===== src/rtl/step_pulse_conditioner_pkg.sv =====
// Shared types and constants for the step pulse conditioner.
package step_pulse_conditioner_pkg;

    typedef enum logic [1:0] {
        S_IDLE  = 2'd0,
        S_SETUP = 2'd1,
        S_HIGH  = 2'd2,
        S_LOW   = 2'd3
    } state_t;

    localparam logic DIR_POS = 1'b1;
    localparam logic DIR_NEG = 1'b0;

    // Largest of the three timing parameters; sizes the shared down-counter.
    function automatic int max3(input int a, input int b, input int c);
        int m;
        m = a;
        if (b > m) m = b;
        if (c > m) m = c;
        return m;
    endfunction

endpackage


===== src/rtl/step_dir_fifo.sv =====
// Pending-step buffer: 1-bit direction per entry, sync push/pop, push on a
// full FIFO is legal when a pop happens in the same cycle.
module step_dir_fifo #(
    parameter int DEPTH = 4
) (
    input  logic PCLK,
    input  logic PRESERN,
    input  logic push,
    input  logic pop,
    input  logic din,
    output logic dout,
    output logic full,
    output logic empty
);

    localparam int AW = $clog2(DEPTH);

    logic [AW:0]      wr_ptr;
    logic [AW:0]      rd_ptr;
    logic [DEPTH-1:0] mem;

    // Read/write pointers carry an extra wrap bit to tell full from empty.
    always_ff @(posedge PCLK or negedge PRESERN) begin
        if (!PRESERN) begin
            wr_ptr <= '0;
            rd_ptr <= '0;
        end else begin
            if (push) wr_ptr <= wr_ptr + 1'b1;
            if (pop)  rd_ptr <= rd_ptr + 1'b1;
        end
    end

    // Storage; contents are don't-care while empty so no reset needed.
    always_ff @(posedge PCLK) begin
        if (push) mem[wr_ptr[AW-1:0]] <= din;
    end

    assign dout  = mem[rd_ptr[AW-1:0]];
    assign empty = (wr_ptr == rd_ptr);
    assign full  = (wr_ptr[AW] != rd_ptr[AW]) && (wr_ptr[AW-1:0] == rd_ptr[AW-1:0]);

endmodule


===== src/rtl/step_pulse_conditioner.sv =====
// Single-axis step/dir conditioner: buffers step requests, enforces driver
// dir-setup and pulse high/low minima, tracks signed axis position.
module step_pulse_conditioner
    import step_pulse_conditioner_pkg::*;
#(
    parameter int DIR_SETUP_CYC  = 10,
    parameter int PULSE_HIGH_CYC = 100,
    parameter int PULSE_LOW_CYC  = 100,
    parameter int FIFO_DEPTH     = 4,
    parameter int POS_W          = 32
) (
    input  logic             PCLK,
    input  logic             PRESERN,
    input  logic             enable,
    input  logic             step_in,
    input  logic             dir_in,
    input  logic             pos_clear,
    input  logic             clr_overrun,
    output logic             step_out,
    output logic             dir_out,
    output logic             busy,
    output logic             overrun,
    output logic [POS_W-1:0] position
);

    localparam int TMAX = max3(DIR_SETUP_CYC, PULSE_HIGH_CYC, PULSE_LOW_CYC);
    localparam int TW   = (TMAX > 1) ? $clog2(TMAX) : 1;

    localparam logic [TW-1:0] T_SETUP = TW'(DIR_SETUP_CYC - 1);
    localparam logic [TW-1:0] T_HIGH  = TW'(PULSE_HIGH_CYC - 1);
    localparam logic [TW-1:0] T_LOW   = TW'(PULSE_LOW_CYC - 1);

    state_t        state, state_nxt;
    logic [TW-1:0] timer, timer_nxt;
    logic          step_nxt, dir_nxt;
    logic          step_q;
    logic          rise, push, pop, try_pop, enter_high;
    logic          fifo_dout, fifo_full, fifo_empty;

    assign rise = step_in & ~step_q;
    // A full FIFO still accepts the edge if an entry leaves this cycle.
    assign push = rise & (~fifo_full | pop);
    assign busy = (state != S_IDLE) | ~fifo_empty;

    step_dir_fifo #(.DEPTH(FIFO_DEPTH)) u_fifo (
        .PCLK    (PCLK),
        .PRESERN (PRESERN),
        .push    (push),
        .pop     (pop),
        .din     (dir_in),
        .dout    (fifo_dout),
        .full    (fifo_full),
        .empty   (fifo_empty)
    );

    // Step input edge register.
    always_ff @(posedge PCLK or negedge PRESERN) begin
        if (!PRESERN) step_q <= 1'b0;
        else          step_q <= step_in;
    end

    // FSM state, shared timer and registered driver outputs.
    always_ff @(posedge PCLK or negedge PRESERN) begin
        if (!PRESERN) begin
            state    <= S_IDLE;
            timer    <= '0;
            step_out <= 1'b0;
            dir_out  <= 1'b0;
        end else begin
            state    <= state_nxt;
            timer    <= timer_nxt;
            step_out <= step_nxt;
            dir_out  <= dir_nxt;
        end
    end

    // Next-state logic; LOW expiry falls through to the IDLE pop so pulses
    // can run back to back.
    always_comb begin
        state_nxt  = state;
        timer_nxt  = timer;
        step_nxt   = step_out;
        dir_nxt    = dir_out;
        try_pop    = 1'b0;
        pop        = 1'b0;
        enter_high = 1'b0;
        unique case (state)
            S_IDLE: try_pop = 1'b1;
            S_SETUP: begin
                if (timer == '0) enter_high = 1'b1;
                else             timer_nxt  = timer - 1'b1;
            end
            S_HIGH: begin
                if (timer == '0) begin
                    state_nxt = S_LOW;
                    step_nxt  = 1'b0;
                    timer_nxt = T_LOW;
                end else begin
                    timer_nxt = timer - 1'b1;
                end
            end
            S_LOW: begin
                if (timer == '0) begin
                    state_nxt = S_IDLE;
                    try_pop   = 1'b1;
                end else begin
                    timer_nxt = timer - 1'b1;
                end
            end
            default: state_nxt = S_IDLE;
        endcase
        if (try_pop && enable && !fifo_empty) begin
            pop = 1'b1;
            if (fifo_dout != dir_out) begin
                dir_nxt   = fifo_dout;
                timer_nxt = T_SETUP;
                state_nxt = S_SETUP;
            end else begin
                enter_high = 1'b1;
            end
        end
        if (enter_high) begin
            state_nxt = S_HIGH;
            step_nxt  = 1'b1;
            timer_nxt = T_HIGH;
        end
    end

    // Position counts on HIGH entry; clear takes priority over the count.
    always_ff @(posedge PCLK or negedge PRESERN) begin
        if (!PRESERN)        position <= '0;
        else if (pos_clear)  position <= '0;
        else if (enter_high) position <= (dir_nxt == DIR_POS) ? position + POS_W'(1)
                                                              : position - POS_W'(1);
    end

    // Sticky overrun: a dropped edge beats a same-cycle clear.
    always_ff @(posedge PCLK or negedge PRESERN) begin
        if (!PRESERN)                       overrun <= 1'b0;
        else if (rise && fifo_full && !pop) overrun <= 1'b1;
        else if (clr_overrun)               overrun <= 1'b0;
    end

endmodule


===== config.mk =====
export PLATFORM = sky130hd
export DESIGN_NAME = step_pulse_conditioner
export DESIGN_NICKNAME = d
export VERILOG_FILES = /design/src/rtl/step_pulse_conditioner_pkg.sv /design/src/rtl/step_dir_fifo.sv /design/src/rtl/step_pulse_conditioner.sv
export SDC_FILE = /design/constraint.sdc
export NUM_CORES = 1
export LEC_CHECK = 0
export ABC_AREA = 1
export BUFFER_PORTS_ARGS = -buffer_cell sky130_fd_sc_hd__clkbuf_2
export CAP_MARGIN = 0
export CORE_MARGIN = 3
export CORE_UTILIZATION = 50
export DETAILED_ROUTE_END_ITERATION = 10
export PLACE_DENSITY = 0.69
export SLEW_MARGIN = 20
export SYNTH_ARGS = -nofsm -noshare
export SYNTH_HDL_FRONTEND = slang
export SYNTH_HIERARCHICAL = 1
export SYNTH_SLANG_ARGS = --single-unit

===== constraint.sdc =====
create_clock -name PCLK -period 3.5 [get_ports PCLK]
set_input_delay 0.175 -clock PCLK [delete_from_list [all_inputs] [get_ports PCLK]]
set_output_delay 0.175 -clock PCLK [all_outputs]
set_load 0.05 [all_outputs]

==> run_summary.xml, run 1 <==
<?xml version="1.0" encoding="UTF-8"?>
<metrics>
  <group name="run_status">
    <metric name="run_status" unit="">finished with violations</metric>
    <metric name="violated_checks" unit="">hold timing</metric>
  </group>
  <group name="global_routing">
    <metric name="grt-ovfl-total" unit="">0</metric>
    <metric name="grt_first_pass_wirelength" unit="mm">21.4</metric>
    <metric name="grt_usage" unit="%">23.2</metric>
    <metric name="grt_start_max_net_pins" unit="">52</metric>
    <metric name="antenna_found_initial" unit="">0</metric>
    <metric name="grt_pass1_vias" unit="">4314</metric>
  </group>
  <group name="detailed_routing">
    <metric name="number_of_violations_reported_at_the_end_of_detailed_routing_iteration_0" unit="">280</metric>
    <metric name="remaining_drc_errors" unit="">0</metric>
    <metric name="totalWireLength" unit="mm">13.0</metric>
    <metric name="dr_vias" unit="">4744</metric>
    <metric name="antenna_violating_nets_post_route" unit="">0</metric>
    <metric name="drt-wirelength-per-cell" unit="microns">14.6</metric>
    <metric name="pre_antenna_drt_iters" unit="">5</metric>
    <metric name="routed_vias_inst" unit="">5.35</metric>
  </group>
  <group name="die">
    <metric name="io-pin-count" unit="">43</metric>
    <metric name="row_count" unit="">35</metric>
    <metric name="design.core.area" unit="sq um">9500</metric>
    <metric name="die-height" unit="microns">106</metric>
    <metric name="floorplan_die_area" unit="sq um">11300</metric>
    <metric name="die_width" unit="microns">106</metric>
    <metric name="floorplan.initialDensity" unit="%">52.7</metric>
  </group>
  <group name="synthesis">
    <metric name="synthesized_net_count" unit="">739</metric>
    <metric name="synth.area.mux_share" unit="%">0</metric>
    <metric name="yosys.area_share.adder" unit="%">3.75</metric>
    <metric name="ys_seq_area_share" unit="%">27.9</metric>
    <metric name="avg_cell_area_syn" unit="sq um">6.99</metric>
    <metric name="synth_top_family_by_area" unit="">simple AND/OR/NAND/NOR gates</metric>
    <metric name="synth_top_cells_by_area" unit="">dfrtp_1 (25%), nand2_1 (15%), inv_1 (6.9%), nand2_4 (6.5%), nand2_2 (5.2%)</metric>
    <metric name="synthDistinctLibCells" unit="">42</metric>
    <metric name="syn_inst" unit="">717</metric>
    <metric name="async_flop_share" unit="%">92.7</metric>
    <metric name="synth_compound_gate_area_share" unit="%">14.5</metric>
    <metric name="post_synth_simple_gate_area" unit="%">41.7</metric>
    <metric name="synth-warning-count" unit="">6</metric>
    <metric name="synth_area_leader_cell" unit="">dfrtp_1</metric>
    <metric name="synth_area" unit="sq um">5010</metric>
    <metric name="number_of_flops_mapped_to_enable_cells_by_yosys" unit="">4</metric>
    <metric name="synth-seq-cells" unit="">55</metric>
    <metric name="yosys.area_share.xor_xnor" unit="%">2.47</metric>
    <metric name="yosysTopAreaCellShare" unit="%">25.5</metric>
    <metric name="ys.flop_type" unit="">dfrtp_1</metric>
  </group>
  <group name="power">
    <metric name="vdd_ir_drop_max" unit="mV">0.280</metric>
    <metric name="finalPower" unit="mW">3.20</metric>
    <metric name="leakage" unit="nW">2.81</metric>
    <metric name="power_density_relative_to_cell_area" unit="nW/um^2">589</metric>
  </group>
  <group name="clocking">
    <metric name="cts_num_sinks" unit="">55</metric>
    <metric name="tritoncts" unit="">yes</metric>
    <metric name="cts-htree-levels" unit="">2</metric>
    <metric name="postCtsSetupRepairBufs" unit="">0</metric>
    <metric name="clock_tree.buffer_depth" unit="">2</metric>
    <metric name="clk_pin_slew_worst_setup_hold_paths" unit="ns">0.12</metric>
    <metric name="ctsRootBufferMaster" unit="">clkbuf_8</metric>
    <metric name="cts_buffers" unit="">5</metric>
    <metric name="worst_skew_pair.late_latency" unit="ns">0.32</metric>
  </group>
  <group name="timing">
    <metric name="setup-violations-final" unit="">0</metric>
    <metric name="worst_slew_margin_rel" unit="%">54.2</metric>
    <metric name="worst_pin_slew" unit="ns">0.687</metric>
    <metric name="timing.fmax" unit="MHz">329</metric>
    <metric name="rsz_0062_raised_after_global_routing" unit="">no</metric>
    <metric name="final_max_slew_viol_count" unit="">0</metric>
    <metric name="final_min_period_over_clock_period" unit="%">86.9</metric>
    <metric name="whs" unit="ns">-0.0396</metric>
    <metric name="layout_min_cycle_time" unit="ns">3.04</metric>
    <metric name="clock_skew" unit="ns">0.0119</metric>
    <metric name="timing.final.hold_violations" unit="">41</metric>
    <metric name="setup-tns-final" unit="ns">0</metric>
  </group>
  <group name="finish">
    <metric name="final_cell_mix" unit="">nand2_1 (197), inv_1 (92), dfrtp_1 (51)</metric>
    <metric name="most_common_cell_after_layout_fill_and_taps_aside" unit="">nand2_1</metric>
    <metric name="finish.cell_count_without_fillers" unit="">887</metric>
    <metric name="postLayoutCoreUtil" unit="%">57.1</metric>
    <metric name="layout-drive-gt1-share" unit="%">22.2</metric>
    <metric name="final_nets" unit="">779</metric>
    <metric name="final_design_area_no_fill" unit="sq um">5430</metric>
    <metric name="num_antenna_cells" unit="">0</metric>
    <metric name="area_growth" unit="%">8.29</metric>
  </group>
  <group name="worst_setup_path">
    <metric name="endpoint_kind" unit="">register</metric>
    <metric name="critPathLaunchType" unit="">register</metric>
    <metric name="critPathMaxFanout" unit="">33</metric>
    <metric name="criticalPathCategory" unit="">register to register</metric>
    <metric name="required" unit="ns">3.72</metric>
    <metric name="crit_arrival" unit="ns">3.26</metric>
  </group>
  <group name="run">
    <metric name="drv_cap" unit="">0</metric>
  </group>
  <group name="placement">
    <metric name="place.detailed.instances" unit="">878</metric>
    <metric name="place_congestion" unit="">0.976</metric>
    <metric name="hpwl" unit="mm">9.72</metric>
    <metric name="placedInstanceArea" unit="sq um">5300</metric>
    <metric name="numPortBuffers" unit="">42</metric>
  </group>
  <group name="worst_hold_path">
    <metric name="hp-class" unit="">input pin to async pin</metric>
  </group>
</metrics>
[power by group]
group	switching (mW)	leakage, nW	internal, mW
Combinational	1.27	2.04	0.622
Clock	0.240	0.0587	0.218
Sequential	0.109	0.716	0.740
[per-stage QoR]
step,setup slack [ns],hold slack (ns)
finish,0.457,-0.0396
global route,0.181,0.0145
CTS,0.497,0.00614
detailed placement,0.518,0.305
global placement,0.629,0.300
floorplan,0.688,-0.121
[synthesized netlist by cell type, types with 5 or more instances]
cell and count:
nand2_1 197, a21oi_1 32, nand2_2 42, o41ai_1 24
ha_1 15, o21ai_0 45, nor2_1 41, inv_1 92
o21ai_1 9, nand3_1 48, nand2_4 29, buf_6 5
and2_1 7, dfrtp_1 51, xor2_1 7, nor2_2 23
[registers in the layout, indices dropped and copies added, names as in the netlist]
signal / cells
timer: 7
dir_out: 1
position: 32
state: 2
u_fifo/rd_ptr: 3
u_fifo/wr_ptr: 3
u_fifo/mem: 4
overrun: 1
step_out: 1
step_q: 1
[worst max-delay path: stages, from the launching register on]
cell and delay, ns:
dfrtp_1 0.44, inv_1 0.12, ha_1 0.32, inv_1 0.17
nand2_2 0.16, nand2_4 0.12, nand2_4 0.10, nand2_4 0.25
nand2_1 0.24, nand2_4 0.09, nor2_2 0.12, nand3_1 0.10
nand2_2 0.12, nand2_1 0.08, nand2_2 0.11, nand2_1 0.10
nand2_1 0.08, nand2_1 0.05, nand3_1 0.10, nand2_1 0.06
[per-layer routing]
metal  GRT usage, %  vias up  part of all wire [%]
met1           34.4     2186                    49
li1               -     2390                     -
met4           4.07        0                  0.87
met2           37.3      156                    45
met3           2.25       12                   4.8
met5              0        -                     0
[worst paths after layout]
kind                       cells after the start  slack, ns                        to                 start
max                                           19       0.46  position[26]$_DFFE_PN0P_    state[1]$_DFF_PN0_
min                                            2      -0.04        timer[2]$_DFF_PN0_               PRESERN
max reg2reg                                   19       0.46  position[26]$_DFFE_PN0P_    state[1]$_DFF_PN0_
min reg2reg                                    2       0.53      step_out$_DFFE_PN0P_  step_out$_DFFE_PN0P_
max in group asynchronous                      2       3.07       overrun$_DFFE_PN0P_               PRESERN
min in group PCLK                              2       0.05       overrun$_DFFE_PN0P_           clr_overrun
[cell families (layout without fill, tap and decap cells)]
logic type / after synthesis / in the layout
simple gates: 405 / 405
fa+ha+maj: 15 / 15
xor+xnor: 12 / 12
compound gates: 120 / 120
buf+inv: 110 / 151
flops: 55 / 55
[final cells by class]
class,count,area (sq um)
flip-flops and latches,55,1400
clock inverters,3,47.5
clock buffers,5,68.8
inverters,95,357
well taps,129,161
fillers,968,4080
repair buffers,48,270
multi-input cells,552,3120
[repair_timing]
item                      CTS  global route
hold endpoints to repair    1             0
hold buffers                1             0
gates resized for setup     0             0
No activity file was read; power rests on OpenSTA's default activity.
==> run 2, diff against run 1 <==
--- a/config.mk
+++ b/config.mk
@@ -8,11 +8,11 @@
 export ABC_AREA = 1
 export BUFFER_PORTS_ARGS = -buffer_cell sky130_fd_sc_hd__clkbuf_2
 export CAP_MARGIN = 0
+export CORE_ASPECT_RATIO = 0.8
 export CORE_MARGIN = 3
 export CORE_UTILIZATION = 50
 export DETAILED_ROUTE_END_ITERATION = 10
 export PLACE_DENSITY = 0.69
-export SLEW_MARGIN = 20
 export SYNTH_ARGS = -nofsm -noshare
 export SYNTH_HDL_FRONTEND = slang
 export SYNTH_HIERARCHICAL = 1
==> run 2 against run 1 <==
  * The run still ends with hold timing left
  * Critical path depth grew 1
  * Sequential share of layout area shrank 0.20 points
  * Global-route usage grew 1.4 points
  * Final cell count grew 0.79%
  * Largest cell class unchanged
==> run_summary.xml, run 2 (synthesis results as in run 1) <==
<?xml version="1.0" encoding="UTF-8"?>
<metrics>
  <group name="die">
    <metric name="die_width" unit="microns">118</metric>
    <metric name="floorplan.initialDensity" unit="%">51.7</metric>
    <metric name="row_count" unit="">32</metric>
    <metric name="die-height" unit="microns">95.5</metric>
    <metric name="design.core.area" unit="sq um">9690</metric>
    <metric name="floorplan_die_area" unit="sq um">11300</metric>
    <metric name="io-pin-count" unit="">43</metric>
  </group>
  <group name="worst_setup_path">
    <metric name="regToRegEndpoint" unit="">position[22]$_DFFE_PN0P_</metric>
    <metric name="required" unit="ns">3.70</metric>
    <metric name="critPathMaxFanout" unit="">19</metric>
    <metric name="crit_arrival" unit="ns">3.37</metric>
    <metric name="critPathLaunchType" unit="">register</metric>
    <metric name="criticalPathCategory" unit="">register to register</metric>
    <metric name="setup.worst_path.end" unit="">position[22]$_DFFE_PN0P_</metric>
    <metric name="endpoint_kind" unit="">register</metric>
    <metric name="worst_setup_path_startpoint" unit="">state[1]$_DFF_PN0_</metric>
    <metric name="r2r_setup_slack" unit="ns">0.32</metric>
    <metric name="reg2reg_depth" unit="">20</metric>
    <metric name="r2r_start" unit="">state[1]$_DFF_PN0_</metric>
  </group>
  <group name="clocking">
    <metric name="clock_tree.buffer_depth" unit="">2</metric>
    <metric name="cts_buffers" unit="">5</metric>
    <metric name="cts-htree-levels" unit="">2</metric>
    <metric name="tritoncts" unit="">yes</metric>
    <metric name="worst_skew_pair.late_latency" unit="ns">0.30</metric>
    <metric name="cts_repair_resize_count" unit="">0</metric>
    <metric name="clk_pin_slew_worst_setup_hold_paths" unit="ns">0.08</metric>
    <metric name="cts-hold-fix-buffers" unit="">1</metric>
    <metric name="postCtsSetupRepairBufs" unit="">0</metric>
    <metric name="ctsRootBufferMaster" unit="">clkbuf_16</metric>
    <metric name="cts_num_sinks" unit="">55</metric>
  </group>
  <group name="power">
    <metric name="power_density_relative_to_cell_area" unit="nW/um^2">598</metric>
    <metric name="switching_share" unit="%">50.2</metric>
    <metric name="netSwitchingPower" unit="mW">1.64</metric>
    <metric name="vdd_ir_drop_max" unit="mV">0.318</metric>
    <metric name="internal-power" unit="mW">1.63</metric>
    <metric name="pwr-share-clk" unit="%">16.3</metric>
    <metric name="leakage" unit="nW">2.82</metric>
    <metric name="power.combinational.fraction" unit="%">57.9</metric>
    <metric name="power.share.sequential" unit="%">25.9</metric>
  </group>
  <group name="detailed_routing">
    <metric name="routed_vias_inst" unit="">5.38</metric>
    <metric name="pre_antenna_drt_iters" unit="">5</metric>
    <metric name="drt-wirelength-per-cell" unit="microns">15.2</metric>
    <metric name="totalWireLength" unit="mm">13.6</metric>
    <metric name="dr_vias" unit="">4811</metric>
    <metric name="antenna_violating_nets_post_route" unit="">0</metric>
    <metric name="remaining_drc_errors" unit="">0</metric>
    <metric name="number_of_violations_reported_at_the_end_of_detailed_routing_iteration_0" unit="">377</metric>
  </group>
  <group name="timing">
    <metric name="post-route-worst-setup-slack" unit="ns">0.325</metric>
    <metric name="worst_slew_margin_rel" unit="%">50.8</metric>
    <metric name="timing.fmax" unit="MHz">315</metric>
    <metric name="setup-tns-final" unit="ns">0</metric>
    <metric name="worst_pin_slew" unit="ns">0.729</metric>
    <metric name="timing.final.hold_violations" unit="">5</metric>
    <metric name="rsz_0062_raised_after_global_routing" unit="">no</metric>
    <metric name="setup-violations-final" unit="">0</metric>
    <metric name="layout_min_cycle_time" unit="ns">3.18</metric>
    <metric name="clock_skew" unit="ns">0.00848</metric>
    <metric name="whs" unit="ns">-0.00976</metric>
    <metric name="final_min_period_over_clock_period" unit="%">90.7</metric>
    <metric name="final_max_slew_viol_count" unit="">0</metric>
  </group>
  <group name="finish">
    <metric name="n_fill_cell" unit="">944</metric>
    <metric name="postLayoutCoreUtil" unit="%">56.4</metric>
    <metric name="largest_register_ffs" unit="">32</metric>
    <metric name="area_growth" unit="%">9.14</metric>
    <metric name="most_common_cell_after_layout_fill_and_taps_aside" unit="">nand2_1</metric>
    <metric name="final_nets" unit="">779</metric>
    <metric name="max_flop_register" unit="">position</metric>
    <metric name="layout-drive-gt1-share" unit="%">22.2</metric>
    <metric name="final_cell_mix" unit="">nand2_1 (197), inv_1 (92), dfrtp_1 (51)</metric>
    <metric name="num_antenna_cells" unit="">0</metric>
  </group>
  <group name="global_routing">
    <metric name="grt_first_pass_wirelength" unit="mm">22.4</metric>
    <metric name="grt_start_max_net_pins" unit="">52</metric>
    <metric name="grt_pass1_vias" unit="">4338</metric>
    <metric name="antenna_found_initial" unit="">0</metric>
    <metric name="grt_usage" unit="%">24.7</metric>
    <metric name="grt-ovfl-total" unit="">0</metric>
  </group>
  <group name="run">
    <metric name="drv_cap" unit="">0</metric>
  </group>
  <group name="placement">
    <metric name="numPortBuffers" unit="">42</metric>
    <metric name="post-place-ws" unit="ns">0.438</metric>
    <metric name="place_congestion" unit="">0.932</metric>
    <metric name="hpwl" unit="mm">10.2</metric>
  </group>
  <group name="run_status">
    <metric name="run_status" unit="">finished with violations</metric>
    <metric name="violated_checks" unit="">hold timing</metric>
  </group>
  <group name="worst_hold_path">
    <metric name="hp-class" unit="">input pin to async pin</metric>
  </group>
</metrics>
run 2: changes by cell type in the layout (fill, tap and decap cells not counted), sizes merged:
cell / before / now
bufinv: 1 / 0
clkinv: 1 / 2
clkinvlp: 0 / 1
inv: 96 / 95
run 2: worst min-delay path by stage:
stage	from	depth (start not counted)	slack [ns]	to
3_3_place_gp	step_in	1	0.30	step_q$_DFF_PN0_
3_5_place_dp	step_in	1	0.31	step_q$_DFF_PN0_
2_1_floorplan	PRESERN	0	-0.12	dir_out$_DFF_PN0_
4_1_cts	PRESERN	2	0.03	timer[2]$_DFF_PN0_
6_report	PRESERN	2	-0.01	timer[2]$_DFF_PN0_
5_1_grt	PRESERN	2	0.05	timer[2]$_DFF_PN0_
run 2: routing by layer:
| layer | global-route usage [%] | routed length [microns] |
|---|---|---|
| met3 | 4.21 | 983 |
| met4 | 4.20 | 128 |
| met1 | 37.4 | 6780 |
| met2 | 37.3 | 5680 |
| met5 | 0 | 0 |
run 2: cell type report:
type / instances / area, sq um / area share, %
Inverter: 95 / 357 / 6.52
Multi-Input combinational cell: 552 / 3120 / 57.1
Tap cell: 136 / 170 / 3.11
Sequential cell: 55 / 1400 / 25.5
Clock inverter: 3 / 25.0 / 0.458
Clock buffer: 5 / 125 / 2.29
Timing Repair Buffer: 48 / 270 / 4.94
run 2: power groups by stage:
stage          Clock (mW)  Combinational, mW  Sequential, mW
2_1_floorplan           0               1.55           0.885
3_3_place_gp            0               1.84           0.855
3_5_place_dp            0               1.87           0.859
4_1_cts             0.547               1.88           0.847
5_1_grt             0.577               2.14           0.863
6_report            0.532               1.89           0.847
run 2: worst max-delay path: stages (launching register included):
cell     delay [ns]
dfrtp_1        0.43
inv_1          0.11
ha_1           0.34
inv_1          0.19
nand2_2        0.18
nand2_4        0.13
nand2_4        0.10
nand2_4        0.19
buf_4          0.28
nand2_1        0.09
nand2_2        0.09
nor2_4         0.13
nand2_2        0.10
nor2_1         0.14
nand2_1        0.08
nand2_2        0.12
nand2_1        0.13
nand2_1        0.08
nand2_1        0.05
nand3_1        0.06
nand2_1        0.05
run 2: metrics by stage:
step / area [sq um] / total power, mW / cells
detailed placement: 5310 / 2.72 / 885
finish: 5470 / 3.27 / 894
global placement: 5310 / 2.70 / 885
global route: 5470 / 3.58 / 894
floorplan: 5010 / 2.43 / 717
CTS: 5470 / 3.27 / 894
==> run 3, diff against run 2 <==
--- a/config.mk
+++ b/config.mk
@@ -10,9 +10,9 @@
 export CAP_MARGIN = 0
 export CORE_ASPECT_RATIO = 0.8
 export CORE_MARGIN = 3
-export CORE_UTILIZATION = 50
+export CORE_UTILIZATION = 60
 export DETAILED_ROUTE_END_ITERATION = 10
-export PLACE_DENSITY = 0.69
+export PLACE_DENSITY = 0.8
 export SYNTH_ARGS = -nofsm -noshare
 export SYNTH_HDL_FRONTEND = slang
 export SYNTH_HIERARCHICAL = 1
==> constraint.sdc (replaced) <==
create_clock -name PCLK -period 3.5 [get_ports PCLK]
set_input_delay 0.175 -clock PCLK [delete_from_list [all_inputs] [get_ports PCLK]]
set_output_delay 0.175 -clock PCLK [all_outputs]
set_load 0.02 [all_outputs]
==> run 3 against run 2 <==
  * The flow now finishes without violations
  * First-iteration DRC count up 4.2%
  * Wire length down 1.8%
  * Combinational power about the same
  * Clock-buffer cell count unchanged
  * Total power down 4.8%
  * Non-clock buffer count up 2
  * Largest cell class unchanged
  * Largest power group unchanged
==> run_summary.xml, run 3 (synthesis results as in run 1) <==
<?xml version="1.0" encoding="UTF-8"?>
<metrics>
  <group name="power">
    <metric name="power_density_relative_to_cell_area" unit="nW/um^2">579</metric>
    <metric name="leakage" unit="nW">2.81</metric>
    <metric name="vdd_ir_drop_max" unit="mV">0.326</metric>
  </group>
  <group name="placement">
    <metric name="placedInstanceArea" unit="sq um">5270</metric>
    <metric name="hpwl" unit="mm">10.3</metric>
    <metric name="numPortBuffers" unit="">42</metric>
    <metric name="post-place-ws" unit="ns">0.430</metric>
    <metric name="place_congestion" unit="">0.995</metric>
  </group>
  <group name="finish">
    <metric name="n_fill_cell" unit="">720</metric>
    <metric name="sequential_standard_cell_area" unit="sq um">1400</metric>
    <metric name="num_antenna_cells" unit="">0</metric>
    <metric name="multiInputGateArea" unit="sq um">3120</metric>
    <metric name="final_design_area_no_fill" unit="sq um">5390</metric>
    <metric name="max_flop_register" unit="">position</metric>
    <metric name="final_nets" unit="">781</metric>
    <metric name="largest_register_ffs" unit="">32</metric>
    <metric name="final_cell_mix" unit="">nand2_1 (197), inv_1 (92), dfrtp_1 (51)</metric>
    <metric name="layout-drive-gt1-share" unit="%">22.2</metric>
    <metric name="most_common_cell_after_layout_fill_and_taps_aside" unit="">nand2_1</metric>
    <metric name="area_growth" unit="%">7.49</metric>
  </group>
  <group name="clocking">
    <metric name="worst_skew_pair.late_latency" unit="ns">0.33</metric>
    <metric name="clk_pin_slew_worst_setup_hold_paths" unit="ns">0.11</metric>
    <metric name="cts_buffers" unit="">5</metric>
    <metric name="cts-htree-levels" unit="">2</metric>
    <metric name="tritoncts" unit="">yes</metric>
    <metric name="cts_num_sinks" unit="">55</metric>
    <metric name="ctsRootBufferMaster" unit="">clkbuf_8</metric>
    <metric name="clock_tree.buffer_depth" unit="">2</metric>
  </group>
  <group name="die">
    <metric name="die-height" unit="microns">87.7</metric>
    <metric name="design.core.area" unit="sq um">8020</metric>
    <metric name="io-pin-count" unit="">43</metric>
    <metric name="floorplan_die_area" unit="sq um">9490</metric>
    <metric name="row_count" unit="">29</metric>
    <metric name="die_width" unit="microns">108</metric>
    <metric name="floorplan.initialDensity" unit="%">62.5</metric>
  </group>
  <group name="global_routing">
    <metric name="grt_start_max_net_pins" unit="">34</metric>
    <metric name="grt_first_pass_wirelength" unit="mm">21.7</metric>
    <metric name="grt_pass1_vias" unit="">4509</metric>
    <metric name="antenna_found_initial" unit="">0</metric>
    <metric name="grt-ovfl-total" unit="">0</metric>
    <metric name="grt_usage" unit="%">28.5</metric>
  </group>
  <group name="worst_hold_path">
    <metric name="hp-class" unit="">input pin to register</metric>
    <metric name="whs_path_depth" unit="">2</metric>
    <metric name="hold_critical_path_endpoint" unit="">overrun$_DFFE_PN0P_</metric>
    <metric name="worstHoldStart" unit="">clr_overrun</metric>
  </group>
  <group name="worst_setup_path">
    <metric name="chain_of_cells_forming_the_critical_path" unit="">inv_1, ha_1, inv_1, nand2_2, nand2_4, nand2_4, nand2_4, buf_4, nand2_1, nand2_2, nor2_2, nand2_1, o21ai_0, a21oi_1, nand3_1, nand3_1, nand2_1</metric>
    <metric name="critPathBufInv" unit="">3</metric>
    <metric name="r2r_start" unit="">state[1]$_DFF_PN0_</metric>
    <metric name="critPathLaunchType" unit="">register</metric>
    <metric name="reg2reg_depth" unit="">17</metric>
    <metric name="criticalPathCategory" unit="">register to register</metric>
    <metric name="slowest_delay" unit="ns">0.44</metric>
    <metric name="timing.critical_path.max_delay_family" unit="">simple AND/OR/NAND/NOR gates</metric>
    <metric name="r2r_setup_slack" unit="ns">0.32</metric>
    <metric name="crit_arrival" unit="ns">3.40</metric>
    <metric name="cpMaxStageDelayCell" unit="">dfrtp_1</metric>
    <metric name="regToRegEndpoint" unit="">position[25]$_DFFE_PN0P_</metric>
    <metric name="required" unit="ns">3.72</metric>
    <metric name="critPathMaxFanout" unit="">21</metric>
    <metric name="worst_setup_path_startpoint" unit="">state[1]$_DFF_PN0_</metric>
    <metric name="endpoint_kind" unit="">register</metric>
  </group>
  <group name="detailed_routing">
    <metric name="dr_vias" unit="">4925</metric>
    <metric name="remaining_drc_errors" unit="">0</metric>
    <metric name="number_of_violations_reported_at_the_end_of_detailed_routing_iteration_0" unit="">393</metric>
    <metric name="drt-wirelength-per-cell" unit="microns">15.4</metric>
    <metric name="pre_antenna_drt_iters" unit="">5</metric>
    <metric name="routed_vias_inst" unit="">5.67</metric>
    <metric name="totalWireLength" unit="mm">13.3</metric>
    <metric name="antenna_violating_nets_post_route" unit="">0</metric>
  </group>
  <group name="timing">
    <metric name="final_max_slew_viol_count" unit="">0</metric>
    <metric name="rsz_0062_raised_after_global_routing" unit="">no</metric>
    <metric name="timing.final.hold_violations" unit="">0</metric>
    <metric name="worst_pin_slew" unit="ns">0.659</metric>
    <metric name="final_min_period_over_clock_period" unit="%">90.8</metric>
    <metric name="post-route-worst-setup-slack" unit="ns">0.321</metric>
    <metric name="worst_slew_margin_rel" unit="%">55.5</metric>
    <metric name="timing.fmax" unit="MHz">315</metric>
    <metric name="clock_skew" unit="ns">0.0162</metric>
    <metric name="setup-tns-final" unit="ns">0</metric>
    <metric name="setup-violations-final" unit="">0</metric>
    <metric name="layout_min_cycle_time" unit="ns">3.18</metric>
  </group>
  <group name="run">
    <metric name="drv_cap" unit="">0</metric>
  </group>
  <group name="run_status">
    <metric name="run_status" unit="">complete, no violations</metric>
  </group>
</metrics>
==> run 3: layout make-up <==
| cell class | count | share of cell area [%] |
|---|---|---|
| multi-input cells | 552 | 58.0 |
| flip-flops and latches | 55 | 25.9 |
| inverters | 95 | 6.62 |
| repair buffers | 50 | 5.11 |
| well taps | 108 | 2.51 |
| clock buffers | 5 | 1.28 |
| clock inverters | 3 | 0.534 |
==> run 3: what timing repair did <==
action,CTS,global route
resized for setup,0,0
hold endpoints to repair,21,0
hold buffers,2,0
setup buffers,0,0
==> run 3: worst reg2reg max path: stages (launching register included) <==
cell and delay, ns:
dfrtp_1 0.44, inv_1 0.10, ha_1 0.28, inv_1 0.19, nand2_2 0.13, nand2_4 0.16, nand2_4 0.08, nand2_4 0.28
buf_4 0.33, nand2_1 0.11, nand2_2 0.12, nor2_2 0.05, nand2_1 0.13, o21ai_0 0.09, a21oi_1 0.32, nand3_1 0.12
nand3_1 0.11, nand2_1 0.05
==> run 3: power breakdown <==
| group | switching [mW] | total, mW | internal, mW |
|---|---|---|---|
| logic | 1.25 | 1.87 | 0.617 |
| clock network | 0.247 | 0.397 | 0.149 |
| registers | 0.111 | 0.851 | 0.740 |
| total | 1.61 | 3.12 | 1.51 |
==> run 3: per-layer routing <==
metal  global-route usage, %  wire, microns
met1                    42.2           6210
met5                       0              0
met4                    6.54            183
met2                    44.8           5750
met3                    3.54           1190
==> run 3: worst max path at each step <==
stage / endpoint / slack, ns / cells after the start
after detailed placement: position[25]$_DFFE_PN0P_ / 0.43 / 15
after global placement: position[25]$_DFFE_PN0P_ / 0.53 / 19
after CTS: position[25]$_DFFE_PN0P_ / 0.41 / 15
final: position[25]$_DFFE_PN0P_ / 0.32 / 17
after global routing: position[21]$_DFFE_PN0P_ / 0.09 / 22
after floorplan: position[30]$_DFFE_PN0P_ / 0.69 / 19
==> run 3: through the flow <==
step / util [%] / power [mW] / instances / hold slack [ns]
6_report: 67.2 / 3.12 / 868 / 0.0319
5_1_grt: 67.2 / 3.36 / 868 / 0.0224
4_1_cts: 67.2 / 3.10 / 868 / 0.0271
3_3_place_gp: 65.7 / 2.65 / 858 / 0.172
2_1_floorplan: - / 2.40 / 717 / -0.121
3_5_place_dp: 65.7 / 2.69 / 858 / 0.191
